===== config.mk =====
export PLATFORM = sky130hd
export DESIGN_NAME = voq_cmd_scheduler
export DESIGN_NICKNAME = d
export VERILOG_FILES = /design/src/rtl/voq_pkg.sv /design/src/rtl/voq_cmd_scheduler_rr_arbiter.sv /design/src/rtl/voq_cmd_scheduler.sv
export SDC_FILE = /design/constraint.sdc
export NUM_CORES = 1
export LEC_CHECK = 0
export ABC_AREA = 1
export BUFFER_PORTS_ARGS = -buffer_cell sky130_fd_sc_hd__buf_2
export CORE_AREA = 4 4 281 283
export DETAILED_ROUTE_END_ITERATION = 12
export DIE_AREA = 0 0 285 287
export GPL_TIMING_DRIVEN = 0
export PLACE_DENSITY = 0.4
export RECOVER_POWER = 25
export SLEW_MARGIN = 10
export SYNTH_ARGS = -nofsm -noshare
export SYNTH_HDL_FRONTEND = slang
export SYNTH_SLANG_ARGS = --single-unit

===== constraint.sdc =====
create_clock -name clk -period 5.1 [get_ports clk]
set_input_delay 0.765 -clock clk [delete_from_list [all_inputs] [get_ports clk]]
set_output_delay 0.765 -clock clk [all_outputs]
set_load 0.03 [all_outputs]

===== src/rtl/voq_pkg.sv =====
// Shared types for the VOQ command scheduler and its round-robin arbiter.
package voq_pkg;
  localparam int NVOQ_MAX = 16;

  typedef logic [71:0] voq_cmd_t;
  typedef logic [3:0]  voq_id_t;

  typedef enum logic {
    IDLE  = 1'b0,
    VALID = 1'b1
  } sched_state_e;
endpackage


===== src/rtl/voq_cmd_scheduler_rr_arbiter.sv =====
// Combinational round-robin arbiter: first request at or after ptr, wrapping mod N.
module rr_arbiter #(
  parameter int N  = 8,
  parameter int IW = (N > 1) ? $clog2(N) : 1
) (
  input  logic [N-1:0]  req,
  input  logic [IW-1:0] ptr,
  output logic [N-1:0]  gnt_oh,
  output logic [IW-1:0] gnt_idx,
  output logic          gnt_any
);

  logic [IW:0] sum;

  always_comb begin
    gnt_oh  = '0;
    gnt_idx = '0;
    gnt_any = 1'b0;
    sum     = '0;
    for (int k = 0; k < N; k++) begin
      sum = {1'b0, ptr} + (IW+1)'(k);
      if (sum >= (IW+1)'(N)) sum = sum - (IW+1)'(N);
      if (!gnt_any && req[sum[IW-1:0]]) begin
        gnt_any               = 1'b1;
        gnt_oh[sum[IW-1:0]]   = 1'b1;
        gnt_idx               = sum[IW-1:0];
      end
    end
  end

endmodule


===== src/rtl/voq_cmd_scheduler.sv =====
// Credit-gated round-robin drain of FWFT VOQ command FIFOs into one valid/ready stream.
module voq_cmd_scheduler
  import voq_pkg::*;
#(
  parameter int NVOQ        = 8,
  parameter int WIDTH       = 72,
  parameter int CW          = 4,
  parameter int INIT_CREDIT = 8
) (
  input  logic                     clk,
  input  logic                     rst,
  input  logic [NVOQ-1:0]          voq_empty,
  input  logic [NVOQ*WIDTH-1:0]    voq_dout,
  input  logic [NVOQ-1:0]          voq_sberr,
  input  logic [NVOQ-1:0]          voq_dberr,
  output logic [NVOQ-1:0]          voq_re,
  input  logic [NVOQ-1:0]          voq_en,
  input  logic [NVOQ-1:0]          credit_ret,
  output logic                     cmd_valid,
  input  logic                     cmd_ready,
  output logic [WIDTH-1:0]         cmd_data,
  output logic [$clog2(NVOQ)-1:0]  cmd_voq,
  output logic [15:0]              sberr_cnt,
  output logic [15:0]              dberr_cnt,
  output logic                     dberr_pulse
);

  localparam int IW = (NVOQ > 1) ? $clog2(NVOQ) : 1;
  localparam logic [CW-1:0] CMAX  = '1;
  localparam logic [CW-1:0] CINIT = CW'(INIT_CREDIT);

  function automatic logic [15:0] sat_inc16(input logic [15:0] v);
    return (v == 16'hFFFF) ? v : v + 16'd1;
  endfunction

  function automatic logic [CW-1:0] sat_inc_cred(input logic [CW-1:0] v);
    return (v == CMAX) ? v : v + CW'(1);
  endfunction

  sched_state_e    state_q, state_d;
  logic [IW-1:0]   rr_ptr_q, rr_ptr_d;
  logic [NVOQ-1:0] holdoff_q, holdoff_d;
  logic [CW-1:0]   credit_q [NVOQ];
  logic [CW-1:0]   credit_d [NVOQ];
  logic [WIDTH-1:0] cmd_data_q, cmd_data_d;
  logic [IW-1:0]   cmd_voq_q, cmd_voq_d;
  logic [15:0]     sberr_cnt_q, sberr_cnt_d;
  logic [15:0]     dberr_cnt_q, dberr_cnt_d;
  logic            dberr_pulse_q, dberr_pulse_d;

  logic [NVOQ-1:0] eligible, gnt_oh, pop, consume;
  logic [IW-1:0]   gnt_idx;
  logic            gnt_any;

  always_comb begin
    eligible = '0;
    for (int i = 0; i < NVOQ; i++)
      eligible[i] = !voq_empty[i] && voq_en[i] && (credit_q[i] != '0) && !holdoff_q[i];
  end

  rr_arbiter #(.N(NVOQ), .IW(IW)) u_arb (
    .req     (eligible),
    .ptr     (rr_ptr_q),
    .gnt_oh  (gnt_oh),
    .gnt_idx (gnt_idx),
    .gnt_any (gnt_any)
  );

  always_comb begin
    state_d       = state_q;
    rr_ptr_d      = rr_ptr_q;
    holdoff_d     = holdoff_q;
    cmd_data_d    = cmd_data_q;
    cmd_voq_d     = cmd_voq_q;
    sberr_cnt_d   = sberr_cnt_q;
    dberr_cnt_d   = dberr_cnt_q;
    dberr_pulse_d = 1'b0;
    pop           = '0;
    consume       = '0;
    case (state_q)
      IDLE: begin
        if (gnt_any) begin
          pop       = gnt_oh;
          rr_ptr_d  = (int'(gnt_idx) == NVOQ-1) ? '0 : gnt_idx + IW'(1);
          holdoff_d = gnt_oh;
          if (voq_dberr[gnt_idx]) begin
            dberr_cnt_d   = sat_inc16(dberr_cnt_q);
            dberr_pulse_d = 1'b1;
          end else begin
            if (voq_sberr[gnt_idx]) sberr_cnt_d = sat_inc16(sberr_cnt_q);
            consume    = gnt_oh;
            cmd_data_d = voq_dout[int'(gnt_idx)*WIDTH +: WIDTH];
            cmd_voq_d  = gnt_idx;
            state_d    = VALID;
          end
        end else begin
          holdoff_d = '0;
        end
      end
      VALID: begin
        // holdoff is kept through VALID; the FIFO flags have settled by handshake time
        if (cmd_ready) begin
          state_d   = IDLE;
          holdoff_d = '0;
        end
      end
      default: state_d = IDLE;
    endcase
  end

  always_comb begin
    for (int i = 0; i < NVOQ; i++) begin
      credit_d[i] = credit_q[i];
      if (consume[i] && !credit_ret[i])
        credit_d[i] = credit_q[i] - CW'(1);
      else if (credit_ret[i] && !consume[i])
        credit_d[i] = sat_inc_cred(credit_q[i]);
    end
  end

  always_ff @(posedge clk or posedge rst) begin
    if (rst) begin
      state_q       <= IDLE;
      rr_ptr_q      <= '0;
      holdoff_q     <= '0;
      cmd_data_q    <= '0;
      cmd_voq_q     <= '0;
      sberr_cnt_q   <= '0;
      dberr_cnt_q   <= '0;
      dberr_pulse_q <= 1'b0;
      for (int i = 0; i < NVOQ; i++) credit_q[i] <= CINIT;
    end else begin
      state_q       <= state_d;
      rr_ptr_q      <= rr_ptr_d;
      holdoff_q     <= holdoff_d;
      cmd_data_q    <= cmd_data_d;
      cmd_voq_q     <= cmd_voq_d;
      sberr_cnt_q   <= sberr_cnt_d;
      dberr_cnt_q   <= dberr_cnt_d;
      dberr_pulse_q <= dberr_pulse_d;
      for (int i = 0; i < NVOQ; i++) credit_q[i] <= credit_d[i];
    end
  end

  // Pops are suppressed while reset is held so no FIFO word is consumed in reset
  assign voq_re      = pop & {NVOQ{~rst}};
  assign cmd_valid   = (state_q == VALID);
  assign cmd_data    = cmd_data_q;
  assign cmd_voq     = cmd_voq_q;
  assign sberr_cnt   = sberr_cnt_q;
  assign dberr_cnt   = dberr_cnt_q;
  assign dberr_pulse = dberr_pulse_q;

endmodule

; After elaboration in Yosys (flattened, before gate mapping)
; Cells that the tools add are included.
[op_classes]
eq_ne = 20
multipliers = 1
shifts = 1
n_mux = 107
n_reduce_logical = 122
addsub = 34
order_cmp = 25
bitwise_logic = 13
[ops]
columns = operator, count
row1 = 576-bit by 11-bit indexed part select with 72-bit output, 1
row2 = 8-bit 2-to-1 mux, 14
row3 = 4-bit 2-to-1 mux, 24
row4 = 8-bit bitwise OR, 7
row5 = 1-bit logical AND, 55
row6 = 3-bit 2-to-1 mux, 17
row7 = 1-bit logical NOT, 39
row8 = 3-bit by 4-bit less-than comparator with 1-bit output (second input constant), 9
row9 = 16-bit by 1-bit adder with 16-bit output (second input constant), 2
row10 = 4-bit by 1-bit adder with 4-bit output (second input constant), 8
row11 = 16-bit equality test (second input constant), 2
row12 = 4-bit equality test (second input constant), 8
row13 = 1-bit 2-to-1 mux, 32
row14 = 4-bit nonzero test, 8
row15 = 4-bit by 1-bit subtractor with 4-bit output (second input constant), 8
row16 = 1-bit binary-select mux with 3-bit select, 10
row17 = 4-bit greater-or-equal comparator (second input constant), 7
row18 = 1-bit demux with 3-bit select, 8
row19 = 3-bit by 1-bit greater-or-equal comparator with 1-bit output (second input constant), 8
row20 = 3-bit by 1-bit subtractor with 3-bit output (second input constant), 8
row21 = 2-bit inequality test (second input constant), 9
row22 = 2-bit AND reduction, 9
row23 = 3-bit by 3-bit adder with 4-bit output (second input constant), 4
row24 = 8-bit case mux with 2 select lines, 1
row25 = 13 further kinds, 25
[word_totals]
in_bits = 619
register_bits = 152
output_inout_bits = 117
word_cells = 339

; Logic depth before layout (Yosys ltp)
; Gate-level depths: netlist of the first run.
[depth]
depth_word = 37
depth_mapped = 33
mapped_depth_nobuf = 31

; Hierarchy
; From an unflattened synthesis of the first run, not the netlist that was laid out.
[hier_totals]
cells_unflattened = 2301
hier_area_um2 = 14371.3
[modules_own_cells]
columns = mod, n_inst, seq_area_each_um2, area_each_um2, cells_each
row1 = voq_cmd_scheduler, 1, 3813.7, 12822.3, 1996
row2 = rr_arbiter, 1, 0.0, 1549.0, 305

; Least setup slack after synthesis of the first run
; Ideal clock, no wire load.
[synth_timing]
path_kind = reg-to-reg
start = reg rr_ptr_q[0]
end = reg credit_q[27] (netlist bit)
synth_period_minus_slack_ns = 4.405
setup_slack_ns = 0.695
required_ns = 5.025
t_arrival_ns = 4.330
n_path_buf = 4
path_stages_with_launch = 33
setup_ns = 0.075
cell_sequence = dfrtp_1 -> inv_2 -> buf_6 -> clkbuf_1 -> ha_1 -> inv_1 -> nand3_1 -> nand3_2 -> nand2_4 -> nor2_8 -> nand2_1 -> nor2_1 -> nor2_1 -> nor2_2 -> nand3_4 -> nand2_2 -> buf_6 -> nand2_1 -> nand3_1 -> nand3_1 -> nand2_2 -> inv_2 -> nand2_2 -> buf_2 -> nor2_1 -> ha_1 -> ha_1 -> nand2_1 -> nor2_1 -> a211oi_1 -> nor2_1 -> nor2_1 -> xor2_1
[synth_between]
elab_chain_len = 35
word_cells_on_any_way = 144
cone_classes = add/sub (15) / order compare (24) / eq/ne (1) / mux (70) / bitwise (7) / reduce/logical (27)
[synth_lines]
columns = item, line_no
row1 = start: declaration, voq_cmd_scheduler.sv:41  ; logic [IW-1:0] rr_ptr_q, rr_ptr_d;
row2 = start signal: assignment, voq_cmd_scheduler.sv:134  ; rr_ptr_q <= rr_ptr_d;
row3 = "parallel branches: the longest is 29 deep, another holds 3-bit by 1-bit adder with 4-bit output", -
row4 = 8-bit 2-to-1 mux *, voq_cmd_scheduler.sv:82  ; if (gnt_any) begin
row5 = 8-bit 2-to-1 mux *, voq_cmd_scheduler.sv:80  ; case (state_q)
row6 = 1-bit logical NOT, voq_cmd_scheduler.sv:116  ; else if (credit_ret[i] && !consume[i])
row7 = 1-bit logical AND, voq_cmd_scheduler.sv:116
row8 = 2-bit nonzero test (no line), -
row9 = 2-bit AND reduction (no line), -
row10 = end: declaration, voq_cmd_scheduler.sv:43  ; logic [CW-1:0] credit_q [NVOQ];
; Every way passes the cells marked *. The select of a mux whose other input is x is not followed.
; A chain may end at the register's enable or synchronous reset.

; Worst setup path in the final report of the first run
[layout_timing]
start = reg rr_ptr_q[0]
end = reg rr_ptr_q[2]
[layout_between]
elab_chain_len = 28
word_cells_on_any_way = 81
cone_classes = add/sub (16) / order compare (8) / eq/ne (1) / mux (41) / reduce/logical (15)
[layout_lines]
columns = item, line_no
row1 = "parallel branches: the longest is 25 deep, another holds 3-bit by 1-bit adder with 4-bit output", -
row2 = 3-bit 2-to-1 mux *, voq_cmd_scheduler_rr_arbiter.sv:23  ; if (!gnt_any && req[sum[IW-1:0]]) begin
row3 = net gnt_idx[2], voq_cmd_scheduler.sv:52  ; logic [IW-1:0] gnt_idx;
row4 = 3-bit by 1-bit adder with 3-bit output or 3-bit by 1-bit equality test with 1-bit output (tied branches), voq_cmd_scheduler.sv:84  ; rr_ptr_d = (int'(gnt_idx) == NVOQ-1) ? '0 : gnt_idx + IW'(1);
row5 = 3-bit 2-to-1 mux *, voq_cmd_scheduler.sv:84
; Mark *: on every way through the listed nets, which the timed path passes. The select of a mux whose other input is x is not followed.

==> run summary, run 1 <==
The run finished, with violations left. The final reports fail on capacitance limit, slew limit. The worst hold path belongs to the class reg -> reg.

Once placement completed, the tool counted placed cells totaling between 4000 and 5000. The clock passes through at most 2 buffers. The instance count of the mapped netlist came out at 2380. In this run, post-CTS hold repair placed 0 buffers. The violation count after the first detailed-routing iteration is between 1000 and 1500. The final worst hold slack came out at between 400 and 500 ps. In the final layout, the share of cells above drive strength 1 is 0.303.

The critical path startpoint category is a register. Of all nets on the critical path, the largest fanout is 10. Yosys mapped the design onto 46 distinct sky130hd cell types.

During synthesis, Yosys emitted a total of 0 warnings. The area of the core came out at 76700 um2. The count of endpoints failing hold in the final timing report came out at 0. The initial utilization of the core area, before any placement, comes to 0.185. The number of nets in the synthesized netlist is 3041. The number of input and output port buffers inserted came out at between 700 and 800.

The number of global-route vias before repair came out at around 19000. At the worst endpoint, the required time is between 5000 and 6000 ps. The worst setup path is of the reg -> reg kind.

The number of max-slew violations in the final report came out at 74. After global routing the overflow that remains totals 0. The share of synthesized flip-flops with an asynchronous set or reset is 1.00. The overall die width is about 290 um. met2 is the most crowded layer. The floorplan step set the die height to 287 um. In the finished design, the share of the clock period the worst path needs comes to 0.960.

Setup repair after global routing left no endpoint under its margin. The total I/O pin count came out at around 740. The maximum clock skew at final layout came out at approximately 18 ps. The total DRC errors in the routed layout is 0. For this run, global-route usage on met2 was measured as 0.422. The sequential fraction of the synthesis area is 0.268. The mean post-synth cell area came out at between 5 and 6 um2. The via count of the routed design came out at about 19000. In the routed layout, each cell is associated on average with a via count of approximately 4.5.

The upper clock frequency limit came out at between 200 and 250 MHz. Adding up every negative setup slack in the final design gives 0 ps. The worst path in the final design needs a cycle of just under 5000 ps, including I/O delays and setup. After filler insertion, the fill cell instance count of the layout stands at roughly 9100. For the worst setup path, the data arrival time is about 5300 ps. The max-cap check violation count came out at 1. The total routing usage reported by global routing came out at 0.244. Headroom to the max-slew limit came out at -1.15. The level count of the clock H-tree came out at 4. The detailed-routing iteration count for the pre-antenna-repair pass came out at 5. The final count of negative-setup-slack endpoints came out at 0. The combined area of all synthesized cells is ~14000 um2. The first global-routing pass estimated approximately 140 mm of wire. The number of sinks handled by clock tree synthesis came out at about 150. The clock-pin slew on the worst setup and hold paths is around 80 ps. The slew at the pin with the worst max-slew slack came out at between 3000 and 4000 ps. After synthesis the netlist holds a flip-flop and latch count of ~150.

The CTS buffer count came out at 17. Once layout is complete, the cells apart from fillers number 4246. The antenna violation net count after detailed routing came out at 0. The sum of routed wire length over all layers came out at approximately 100 mm.

In the global route stage, met3 resource usage came out at 0.0528. CTS placed an instance of clkbuf_16 at the clock tree root. After the last flow step, the layout net total stands at ~3800. The number of enable flip-flop cells after synthesis is 0.

Entering global routing, the biggest net connects 80 pins. The placement row count came out at between 100 and 150. The wire-length estimate of the detail-placed layout is between 80 and 90 mm. The post-detailed-route wirelength per cell came out at roughly 24 um.

The fraction of met1 tracks used by global routing is 0.284. Among all flip-flop cells after synthesis, the most frequent one is dfrtp_1. The multi-input combinational cells in the finished layout cover a total of about 9400 um2. TritonCTS built the clock tree.

The die area came out at 81800 um2. The initial antenna violation count came out at a little over 80. The area of all sequential standard cells came out at roughly 3800 um2.

STA classifies the critical path endpoint as a register. The layout overhead on the synthesized area came out at 42.2%. For the worst-skew pair, the clock arrives at the later sink with an insertion delay of ~490 ps.

The routability-driven placement congestion ratio is roughly 0.97.
## cells in the final DEF, fill, tap and decap left out, drive strengths merged, types with 5 or more instances in the layout
master	instances
buf	847
nand4	10
nor3	29
clkbuf	59
xnor2	15
dfstp	8
xor2	37
ha	34
nand2	1052
fa	8
a21oi	33
dfrtp	144
o211ai	9
nor2	108
nand3	532
inv	131
clkinv	5
o21ai	54
diode	50
a221oi	5
or2	6
a211oi	9
## state kept, by name, indices dropped and copies added (netlist names)
signal	flops
cmd_voq	3
rr_ptr_q	3
credit_q	32
cmd_data	72
sberr_cnt	16
dberr_cnt	16
dberr_pulse	1
cmd_valid	1
holdoff_q	8
## stage by stage
step                utilization  cell area (um2)  setup WS [ps]
finish                    0.264            20200            205
detailed placement        0.251            19200           -915
global placement          0.250            19200          -2870
floorplan                     -            14200           69.8
CTS                       0.260            19900           18.4
global route              0.263            20200           27.8
## cells by family after synthesis
| kind of cell | synth area share |
|---|---|
| buffers and inverters | 0.0820 |
| adders and majority gates | 0.0412 |
| and+or+nand+nor | 0.529 |
| AOI/OAI and AO/OA | 0.0476 |
| DFF | 0.268 |
| xor gates and xnor gates | 0.0320 |
## area by class of cell
cell class	count	area share
diodes	50	0.00618
plain buffers	143	0.0352
clock buffers	18	0.0217
clock inverters	14	0.00649
inverters	125	0.0235
multi-input cells	1959	0.467
flip-flops and latches	152	0.189
well taps	1040	0.0643
repair buffers	745	0.187
## timing repair
action                     in CTS  in global routing
buffers inserted                6                  4
pin swaps                       4                  5
resized for setup              18                 36
setup endpoints to repair      90                 42
## synth_stat cells, types with 4 or more instances
cell type,n,share of area
o211ai_1,9,0.0047
dfstp_2,8,0.015
nor3_1,29,0.010
buf_1,13,0.0034
a221oi_1,5,0.0031
ha_1,34,0.030
nand2_4,4,0.0032
a211oi_1,9,0.0047
inv_1,116,0.031
buf_2,79,0.028
clkbuf_1,40,0.011
nand4_1,8,0.0035
buf_4,7,0.0037
xnor2_1,15,0.0092
dfrtp_1,144,0.25
nor2_1,98,0.026
nor4_1,4,0.0018
nand3_1,526,0.19
xor2_1,37,0.023
inv_2,9,0.0024
buf_6,4,0.0032
fa_1,8,0.011
a21oi_1,32,0.011
o21ai_0,52,0.018
or2_2,4,0.0018
nand2_1,1042,0.27
nand3_2,5,0.0035
nand2_2,6,0.0026
nor2_2,5,0.0022
## per-layer routing
| metal | part of all wire | vias up |
|---|---|---|
| met5 | 0.0013 | - |
| met4 | 0.054 | 22 |
| met3 | 0.059 | 198 |
| met2 | 0.49 | 753 |
| met1 | 0.40 | 9037 |
| li1 | - | 9308 |
## path summary, 6_finish.rpt
check | from | end | slack (ps) | cells after the start
setup reg to reg | rr_ptr_q[0]$_DFFE_PP0P_ | rr_ptr_q[2]$_DFFE_PP0P_ | 210 | 21
setup / recovery | rr_ptr_q[0]$_DFFE_PP0P_ | rr_ptr_q[2]$_DFFE_PP0P_ | 210 | 21
hold / removal | cmd_data[23]$_DFFE_PP0P_ | cmd_data[23]$_DFFE_PP0P_ | 470 | 2
max in group asynchronous | rst | rr_ptr_q[1]$_DFFE_PP0P_ | 1340 | 2
hold reg to reg | cmd_data[23]$_DFFE_PP0P_ | cmd_data[23]$_DFFE_PP0P_ | 470 | 2
min in group asynchronous | rst | cmd_data[17]$_DFFE_PP0P_ | 1650 | 2
## critical path, cell delays in order, from the launching register on
cell and delay, ps:
dfrtp_2 460, inv_4 110, buf_6 170, buf_6 170
ha_2 330, inv_2 110, nand3_1 120, nand3_2 140
nand2_4 90, nor2_8 140, nand4_4 170, nor2_8 230
nand2_8 110, nand2_1 100, nand2_1 80, a21oi_4 230
buf_12 150, buf_2 350, buf_1 970, ha_1 400
nand2_1 60, o21ai_0 70
Power of run 1 is not shown: default switching activity piles up to over one toggle a cycle in this logic, so the estimate is an artifact.
==> inputs of run 2 (changes only) <==
--- a/config.mk
+++ b/config.mk
@@ -7,11 +7,11 @@
 export LEC_CHECK = 0
 export ABC_AREA = 1
 export BUFFER_PORTS_ARGS = -buffer_cell sky130_fd_sc_hd__buf_2
-export CORE_AREA = 4 4 281 283
+export CORE_AREA = 4 4 282 284
 export DETAILED_ROUTE_END_ITERATION = 12
-export DIE_AREA = 0 0 285 287
+export DIE_AREA = 0 0 286 288
 export GPL_TIMING_DRIVEN = 0
-export PLACE_DENSITY = 0.4
+export PLACE_DENSITY = 0.38
 export RECOVER_POWER = 25
 export SLEW_MARGIN = 10
 export SYNTH_ARGS = -nofsm -noshare
==> constraint.sdc (replaced) <==
create_clock -name clk -period 6.2 [get_ports clk]
set_input_delay 0.93 -clock clk [delete_from_list [all_inputs] [get_ports clk]]
set_output_delay 0.93 -clock clk [all_outputs]
set_load 0.03 [all_outputs]
==> run 2 against run 1 <==
Compared with the run above:
- the run still ends with capacitance limit, slew limit left
- die area rose by 0.70%
- register-to-register slack improved by 290 ps
- final area fell by 1.8%
- clock skew rose by 0.90 ps
- worst setup slack improved by 290 ps
- clock-buffer cell count did not move
- final cell count fell by 0.92%
- critical path depth rose by 10
- global-route usage fell by 0.32 points
- worst hold slack improved by 1.9 ps
- via count barely moved
- sequential share of layout area rose by 0.33 points
- largest cell class unchanged
- highest routed layer unchanged
==> run summary, run 2 (synthesized netlist as in run 1, its figures left out) <==
The flow ran to the end, but the final reports show violations. The checks that failed: capacitance limit, slew limit. The worst setup path is of the reg -> reg kind. The die area came to 82400 um2 (+0.70%). Leaving out fill and tap cells, the most frequent cell in the layout is nand2_1. The pre-CTS worst setup slack came out at 220 ps (+1140 ps). The level count of the clock H-tree is 4 (unchanged). From synthesis to final layout, the design area changed by 39.6%. The routability-driven placement congestion ratio is 0.932 (-3.4%). The wire length of the first global-routing pass came out at 141 mm (-0.50%). The overall die width came out at 286 um (+0.35%). The initial cell density of the core was 0.185 (-0.000921). TritonCTS built the clock tree. The final count of negative-setup-slack endpoints came to 0 (unchanged). The floorplan die height was 288 um (+0.35%). The cell type of the slowest stage on the worst timing path is dfrtp_1. The initial antenna violation count came out at 77 (-4.9%).

The count of placed standard cells in the final layout, fillers left out came out at 4207 (-0.92%). The worst-case clock buffer depth is 2 (unchanged). The total DRC errors in the routed layout is 0 (unchanged). The number of max-slew violations in the final report came out at 59 (-20%). The tightest slew margin relative to the limit is -1.05 (+0.0955). The part of the cycle the worst path needs is 0.919 (-0.0403).

In the layout the commonest cells are nand2_1, buf_2, nand3_1. The slew at the pin with the worst max-slew slack came out at 3060 ps (-160 ps). The worst setup path is captured at a register. The flip-flop count of the largest register after layout was 72 (unchanged). The sum of routed wire length over all layers was 103 mm (-0.74%). The worst hold path belongs to the class reg -> reg. The via count of the routed design was 19300 (+0.098%). The total I/O pin count was 736 (unchanged).

The cell area after placement was 19200 um2 (about the same). The insertion delay of the later-clocked pin in the worst-skew pair is 490 ps (about the same). The total of fill cells in the finished design came out at 9124 (+0.43%). The peak per-stage delay on the critical path came out at 440 ps (-530 ps). The maximum clock skew at final layout came out at 18.9 ps (+0.905 ps). The placement row count came to 102 (unchanged).

The final worst-path setup slack is 499 ps (+294 ps). The area of the core was 77100 um2 (+0.50%). The upper clock frequency limit came out at 175 MHz (-14%). The count of endpoints failing hold in the final timing report is 0 (unchanged).

The data required time at the worst endpoint is 6620 ps (+1160 ps). The aggregate global routing overflow is 0 (unchanged). The number of global-route vias before repair was 18900 (-2.6%). The post-detailed-route wirelength per cell came out at 24.5 um (+0.18%).

The worst setup path is launched from a register. The number of input and output port buffers inserted came to 734 (unchanged). The detailed-routing iteration count for the pre-antenna-repair pass came out at 5 (unchanged).

The antenna violation net count after detailed routing is 0 (unchanged). The design area was 19900 um2 (-1.8%). The violation count after the first detailed-routing iteration is 1449 (+35%).

The via density per instance came out at 4.60 (+1.0%). The total routing usage reported by global routing came to 0.240 (-0.00319). The clock-pin slew on the worst setup and hold paths is 70 ps (about the same). The CTS buffer count came out at 17 (unchanged). The final critical delay including setup and external delays is 5700 ps (+806 ps).

The maximum number of pins on one net before global-route repair is 95 (+19%). The HPWL after detailed placement is 85.3 mm (-0.47%). The final worst hold slack came out at 470 ps (+1.88 ps).

The final-stage net count came out at 3795 (-0.24%). The count of placed standard cells including taps came out at 4155 (unchanged). The fraction of final layout cells sized beyond drive strength 1 is 0.290 (-0.0128). The number of instances on the worst hold path is 2 (unchanged). The largest fanout on the critical path was 10 (unchanged). The number of sinks handled by clock tree synthesis is 152 (unchanged). The clock tree root driver cell is clkbuf_16.

The depth of the worst register-to-register path is 31 (+48%). The critical path arrival came out at 6120 ps (+860 ps). The max-cap check violation count came to 1 (unchanged).
-- run 2: worst paths after layout --
check	start	end	slack, ps
min in group asynchronous	rst	credit_q[20]$_DFFE_PP0P_	1540
max	rr_ptr_q[0]$_DFFE_PP0P_	credit_q[27]$_DFFE_PP1P_	500
min reg2reg	cmd_data[58]$_DFFE_PP0P_	cmd_data[58]$_DFFE_PP0P_	470
max reg2reg	rr_ptr_q[0]$_DFFE_PP0P_	credit_q[27]$_DFFE_PP1P_	500
min	cmd_data[58]$_DFFE_PP0P_	cmd_data[58]$_DFFE_PP0P_	470
max in group asynchronous	rst	cmd_data[30]$_DFFE_PP0P_	3210
-- run 2: layout make-up --
class / instances / area (um2) / share of cell area
Clock buffer: 18 / 429 / 0.0216
Antenna cell: 20 / 50.0 / 0.00252
Buffer: 144 / 699 / 0.0352
Inverter: 125 / 470 / 0.0237
Sequential cell: 152 / 3810 / 0.192
Clock inverter: 14 / 143 / 0.00718
Tap cell: 1040 / 1300 / 0.0655
Multi-Input combinational cell: 1959 / 9260 / 0.466
Timing Repair Buffer: 735 / 3700 / 0.186
-- run 2: metal layers --
metal / GRT usage / vias to the layer above / part of all wire
met5: 0 / - / 0.0018
met4: 0.0540 / 32 / 0.023
met3: 0.0542 / 168 / 0.065
met2: 0.425 / 790 / 0.50
met1: 0.298 / 9107 / 0.41
li1: - / 9240 / -
-- run 2: repair_timing --
action | CTS | global route
resized for setup | 0 | 4
buffers inserted | 0 | 0
hold buffers | 0 | 0
setup endpoints to repair | 0 | 6
-- run 2: stage by stage --
| step | utilization | TNS, ps |
|---|---|---|
| 2_1_floorplan | - | 0 |
| 3_3_place_gp | 0.249 | -299590 |
| 3_5_place_dp | 0.250 | 0 |
| 4_1_cts | 0.257 | 0 |
| 5_1_grt | 0.257 | -4.23 |
| 6_report | 0.258 | 0 |
-- run 2: critical path, delay by kind of cell (launching register included) --
kind / cells / cell delay (ps)
simple gates: 18 / 2330
buf+inv: 8 / 1470
fa+ha+maj: 3 / 950
flops: 1 / 440
compound gates: 1 / 250
xor+xnor: 1 / 150
Power of run 2 is left out for the same reason.
